[src/rtl/dcache_port_arbiter.sv]
// Shares the single data-cache request port between loads and committed-store drain.
// One-entry registered request slot under valid/ready; loads win unless stores starve or the SQ fills.
module dcache_port_arbiter #(
    parameter int SQ_SZ        = 8,
    parameter int STARVE_LIMIT = 4,
    localparam int CW          = $clog2(SQ_SZ + 1),
    localparam int SW          = $clog2(STARVE_LIMIT + 1)
) (
    input  logic          clock,
    input  logic          reset,
    input  logic [CW-1:0] retire_store_cnt,
    input  logic          sq_full,
    input  logic          sq_head_valid,
    input  logic [31:0]   sq_head_addr,
    input  logic [31:0]   sq_head_data,
    input  logic [3:0]    sq_head_byte_mask,
    output logic          sq_pop,
    input  logic          load_req_valid,
    input  logic [31:0]   load_req_addr,
    input  logic [3:0]    load_req_tag,
    output logic          load_req_ready,
    input  logic          flush,
    output logic          dcache_req_valid,
    output logic          dcache_req_is_store,
    output logic [31:0]   dcache_req_addr,
    output logic [31:0]   dcache_req_data,
    output logic [3:0]    dcache_req_byte_mask,
    output logic [3:0]    dcache_req_tag,
    input  logic          dcache_req_ready,
    output logic [CW-1:0] committed_cnt
);

    typedef enum logic [1:0] {IDLE = 2'd0, HOLD_LD = 2'd1, HOLD_ST = 2'd2} state_t;

    localparam logic [SW-1:0] STARVE_MAX = SW'(STARVE_LIMIT);
    localparam logic [CW:0]   CNT_MAX    = (CW + 1)'(SQ_SZ);

    state_t        state_q, state_d;
    logic          valid_q, valid_d;
    logic          is_store_q, is_store_d;
    logic [31:0]   addr_q, addr_d;
    logic [31:0]   data_q, data_d;
    logic [3:0]    mask_q, mask_d;
    logic [3:0]    tag_q, tag_d;
    logic [CW-1:0] committed_q, committed_d;
    logic [SW-1:0] starve_q, starve_d;

    logic          slot_free_s;
    logic          st_ok_s;
    logic          grant_st_s;
    logic          grant_ld_s;
    logic [CW:0]   cnt_sum_s;

    // Arbitration, next-state and payload selection
    always_comb begin
        slot_free_s = (state_q == IDLE) | (valid_q & dcache_req_ready);
        st_ok_s     = (committed_q != {CW{1'b0}}) & sq_head_valid;
        // Stores still drain during a flush; only the load grant is blocked
        grant_st_s  = slot_free_s & st_ok_s &
                      (sq_full | (starve_q >= STARVE_MAX) | ~load_req_valid);
        grant_ld_s  = slot_free_s & ~flush & ~grant_st_s & load_req_valid;

        state_d    = state_q;
        is_store_d = is_store_q;
        addr_d     = addr_q;
        data_d     = data_q;
        mask_d     = mask_q;
        tag_d      = tag_q;
        starve_d   = starve_q;

        if (grant_st_s) begin
            state_d    = HOLD_ST;
            is_store_d = 1'b1;
            addr_d     = sq_head_addr;
            data_d     = sq_head_data;
            mask_d     = sq_head_byte_mask;
            tag_d      = 4'd0;
            starve_d   = {SW{1'b0}};
        end else if (grant_ld_s) begin
            state_d    = HOLD_LD;
            is_store_d = 1'b0;
            addr_d     = load_req_addr;
            data_d     = 32'd0;
            mask_d     = 4'b1111;
            tag_d      = load_req_tag;
            if (st_ok_s && (starve_q < STARVE_MAX)) begin
                starve_d = starve_q + {{(SW-1){1'b0}}, 1'b1};
            end else begin
                starve_d = starve_q;
            end
        end else if (slot_free_s) begin
            state_d = IDLE;
        end else if (flush && (state_q == HOLD_LD)) begin
            state_d = IDLE;
        end else begin
            state_d = state_q;
        end

        valid_d = (state_d != IDLE);

        cnt_sum_s = {1'b0, committed_q} + {1'b0, retire_store_cnt}
                  - {{CW{1'b0}}, grant_st_s};
        if (cnt_sum_s > CNT_MAX) begin
            committed_d = CNT_MAX[CW-1:0];
        end else begin
            committed_d = cnt_sum_s[CW-1:0];
        end

        sq_pop         = grant_st_s & ~reset;
        load_req_ready = grant_ld_s & ~reset;
    end

    // Request slot, drain counter and starvation counter registers
    always_ff @(posedge clock) begin
        if (reset) begin
            state_q     <= IDLE;
            valid_q     <= 1'b0;
            is_store_q  <= 1'b0;
            addr_q      <= 32'd0;
            data_q      <= 32'd0;
            mask_q      <= 4'd0;
            tag_q       <= 4'd0;
            committed_q <= {CW{1'b0}};
            starve_q    <= {SW{1'b0}};
        end else begin
            state_q     <= state_d;
            valid_q     <= valid_d;
            is_store_q  <= is_store_d;
            addr_q      <= addr_d;
            data_q      <= data_d;
            mask_q      <= mask_d;
            tag_q       <= tag_d;
            committed_q <= committed_d;
            starve_q    <= starve_d;
        end
    end

    assign dcache_req_valid     = valid_q;
    assign dcache_req_is_store  = is_store_q;
    assign dcache_req_addr      = addr_q;
    assign dcache_req_data      = data_q;
    assign dcache_req_byte_mask = mask_q;
    assign dcache_req_tag       = tag_q;
    assign committed_cnt        = committed_q;

endmodule

[config.mk]
export PLATFORM = sky130hd
export DESIGN_NAME = dcache_port_arbiter
export DESIGN_NICKNAME = d
export VERILOG_FILES = /design/src/rtl/dcache_port_arbiter.sv
export SDC_FILE = /design/constraint.sdc
export NUM_CORES = 1
export LEC_CHECK = 0
export ABC_AREA = 0
export CAP_MARGIN = 15
export CORE_ASPECT_RATIO = 0.8
export CORE_UTILIZATION = 40
export DETAILED_ROUTE_END_ITERATION = 6
export PLACE_DENSITY = 0.81
export SETUP_SLACK_MARGIN = 0.1
export SLEW_MARGIN = 15
export SYNTH_ARGS = -nofsm -noshare
export SYNTH_HDL_FRONTEND = slang
export SYNTH_SLANG_ARGS = --single-unit
[constraint.sdc]
create_clock -name clock -period 3.3 [get_ports clock]
set_input_delay 0.825 -clock clock [delete_from_list [all_inputs] [get_ports clock]]
set_output_delay 0.825 -clock clock [all_outputs]
set_load 0.02 [all_outputs]
==> impl_metrics.py <==
metrics = {
    "timing": {
        "hold_ws_ps": 460.2,
        "finClkSkew_ps": 6.260,
        "hold_viol": 0,
        "grt_setup_unrepaired": "no",
        "fmax_mhz": 323.2,
        "tightest_slew_ps": 953.0,
        "fin_crit_ps": 3094,
        "fin_crit_sh": 0.9377,
        "slew_viol_final": 0,
        "max_slew_margin": 0.3647,
        "finalSetupViolCount": 0,
    },
    "floorplanning": {
        "design.core.area_sq_um": 9115,
        "ios": 195,
        "fp.dieW_microns": 110.8,
        "die_y_microns": 89.06,
        "die_area_sq_um": 9870,
        "row_count": 31,
        "initial_core_util": 0.4158,
    },
    "setup_path": {
        "crit_path_start_kind": "input pin",
        "worstPathArrival_ps": 3330,
        "path_class": "input pin to flip-flop",
        "startpoint": "load_req_valid",
        "cp-end-kind": "flip-flop",
        "required_ps": 3540,
        "r2r-start": "committed_cnt[2]$_SDFF_PP0_",
        "path_max_fanout": 4,
    },
    "grt": {
        "grt_pass1_vias": 3649,
        "grt_usage": 0.2304,
        "antenna_found_initial": 0,
        "grt_pass1_wl_mm": 18.00,
        "grt_overflow": 0,
        "grt_max_degree": 70,
    },
    "yosys": {
        "yosysWarnings": 0,
        "syn-instance-count": 433,
        "synthDistinctLibCells": 33,
        "synth_area_per_cell_sq_um": 8.753,
        "netlist_area_sq_um": 3790,
        "synth_fp_nets": 558,
        "seq_area_frac_synth": 0.4384,
        "ys_ff_latch": 83,
    },
    "outcome": {
        "status": "finished, final reports clean",
    },
    "cells_and_area": {
        "seq_area_sq_um": 1662,
        "nets": 740,
        "drive_gt1_frac": 0.1742,
        "diodes": 0,
        "n_fill_cell": 746,
        "design_area_sq_um": 6143,
        "multi_input_area_sq_um": 1934,
        "syn2layout_area_growth_pct": 62.10,
    },
    "clock_tree": {
        "cts_tree": "yes",
        "root_buffer": "clkbuf_16",
        "holdBufCountCts": 0,
        "numCtsBuffers": 9,
        "cts_num_sinks": 83,
        "ctsLongestPathBuffers": 2,
        "clock_latency_ps": 330,
        "cts_max_level": 3,
        "clkSlewWorstSetupHoldPaths_ps": 60,
    },
    "detailed_routing": {
        "via_per_inst": 5.116,
        "first_iter_violations": 183,
        "wl_mm": 11.53,
        "drc": 0,
        "wl_per_cell_microns": 15.69,
        "firstDrtPassIters": 4,
        "vias": 3760,
        "drtAntennaViolNets": 0,
    },
    "power": {
        "total_leakage_power_nw": 2.263,
        "finalPower_w": 0.004685,
        "ir_drop_mv": 0.5368,
        "p_per_area_nw_per_um2": 762.7,
    },
    "run": {
        "cap_violations": 0,
    },
    "min_path": {
        "hp-class": "flip-flop to flip-flop",
        "hp-start": "dcache_req_tag[0]$_SDFFE_PP0P_",
    },
    "place": {
        "placed_cell_area_sq_um": 5793,
        "dp_hpwl_mm": 7.897,
        "place_congestion": 0.7809,
        "numPortBuffers": 194,
    },
}
-- final cells by class --
class                   count  area share
well taps                 115     0.02342
clock inverters             2    0.001629
inverters                  16     0.01018
clock buffers              14     0.04297
repair buffers            207      0.3365
multi-input cells         298      0.3149
flip-flops and latches     83      0.2705
-- power breakdown --
| group | leakage (nW) | switching, W | internal, W |
|---|---|---|---|
| Clock | 0.137 | 0.000375 | 0.000549 |
| Combinational | 1.45 | 0.00126 | 0.00109 |
| Sequential | 0.680 | 0.000159 | 0.00125 |
-- cell usage after synthesis --
library cell,n,area (sq um)
nor3_1,4,20.02
dfxtp_1,83,1662
a211oi_2,32,400.4
nor2_1,46,172.7
xor2_1,2,17.52
ha_1,9,112.6
fa_1,1,20.02
o41ai_2,1,16.27
a2bb2oi_1,1,8.760
buf_4,12,90.09
clkbuf_1,16,60.06
inv_4,1,6.260
inv_1,15,56.30
mux2i_1,1,10.01
nand2b_1,3,18.77
and4b_1,1,10.01
nor4_1,2,12.51
o21ba_2,1,10.01
a21oi_2,32,280.3
buf_2,8,40.04
and2_1,1,6.260
nor4b_1,1,8.760
a32oi_1,1,8.760
a211o_1,1,8.760
a21oi_1,41,205.2
a21o_1,1,7.510
xnor2_1,2,17.52
nor2b_1,1,6.260
nand3_1,32,160.2
nor3_2,4,40.04
o2bb2ai_1,1,8.760
a31oi_1,1,6.260
nand2_1,75,281.5
-- state kept, by name, summed over array words and instances (netlist names) --
register              count
dcache_req_data          32
state_q                   2
dcache_req_valid          1
dcache_req_is_store       1
dcache_req_addr          32
dcache_req_tag            4
committed_cnt             4
dcache_req_byte_mask      4
starve_q                  3
-- metal layers --
metal	routed length, microns	global-route usage	part of all wire
met1	4989	0.2773	0.43
met2	5374	0.3896	0.47
met3	1036	0.09220	0.090
met4	133	0.05818	0.012
met5	0	0	0
-- worst max-delay path, stage by stage --
cell and delay [ps]:
clkdlybuf4s50_1 430, a211o_4 370, inv_4 60, ha_1 220, inv_1 70, ha_2 190, inv_2 50, fa_2 360
nand2b_4 160, a21oi_4 140, xor2_1 90, buf_4 160, nor4_1 220
-- worst paths after layout --
| check | depth (start not counted) | end | slack, ps |
|---|---|---|---|
| worst min register to register | 2 | dcache_req_tag[0]$_SDFFE_PP0P_ | 460 |
| worst max-delay path | 13 | committed_cnt[2]$_SDFF_PP0_ | 210 |
| worst min-delay path | 2 | dcache_req_tag[0]$_SDFFE_PP0P_ | 460 |
| worst max register to register | 13 | committed_cnt[2]$_SDFF_PP0_ | 500 |
-- cells in the final DEF, fill, tap and decap left out, drive strengths merged --
| master | instances |
|---|---|
| clkbuf | 14 |
| nor3 | 8 |
| a31oi | 1 |
| a2bb2oi | 1 |
| mux2i | 1 |
| ha | 9 |
| dfxtp | 83 |
| nand2 | 75 |
| nor4b | 1 |
| inv | 16 |
| a211oi | 32 |
| nand2b | 3 |
| nor2 | 46 |
| buf | 14 |
| nor2b | 1 |
| clkinv | 2 |
| and2 | 1 |
| dlygate4sd2 | 2 |
| nor4 | 2 |
| o41ai | 1 |
| clkdlybuf4s50 | 188 |
| o2bb2ai | 1 |
| fa | 1 |
| and4b | 1 |
| dlymetal6s2s | 3 |
| a21o | 1 |
| a21oi | 73 |
| xor2 | 2 |
| xnor2 | 2 |
| nand3 | 32 |
| o21ba | 1 |
| a32oi | 1 |
| a211o | 1 |
-- cells by family after synthesis --
logic type	Yosys count	share of synthesized area
AND/OR/NAND/NOR	170	0.1945
multiplexers	1	0.002641
flip-flops	83	0.4384
AO/OA/AOI/OAI	113	0.2536
XOR/XNOR	4	0.009246
adder cells (fa/ha/maj)	10	0.03500
buffers and inverters	52	0.06669
-- through the flow --
stage               setup slack [ps]  cells    util  setup TNS, ps
finish                         205.6    735  0.6740              0
CTS                            105.6    733  0.6678              0
detailed placement            -397.5    716  0.6356          -1849
floorplan                      162.1    433       -              0
global route                   129.8    735  0.6740              0
global placement              -211.6    716  0.6356          -1069
-- what timing repair did --
item	in CTS	in global routing
resized for setup	6	9
endpoints found under the setup margin	6	6
pin swaps	3	3
buffers inserted	1	2
Note: power is estimated with default switching activity, not from simulation.
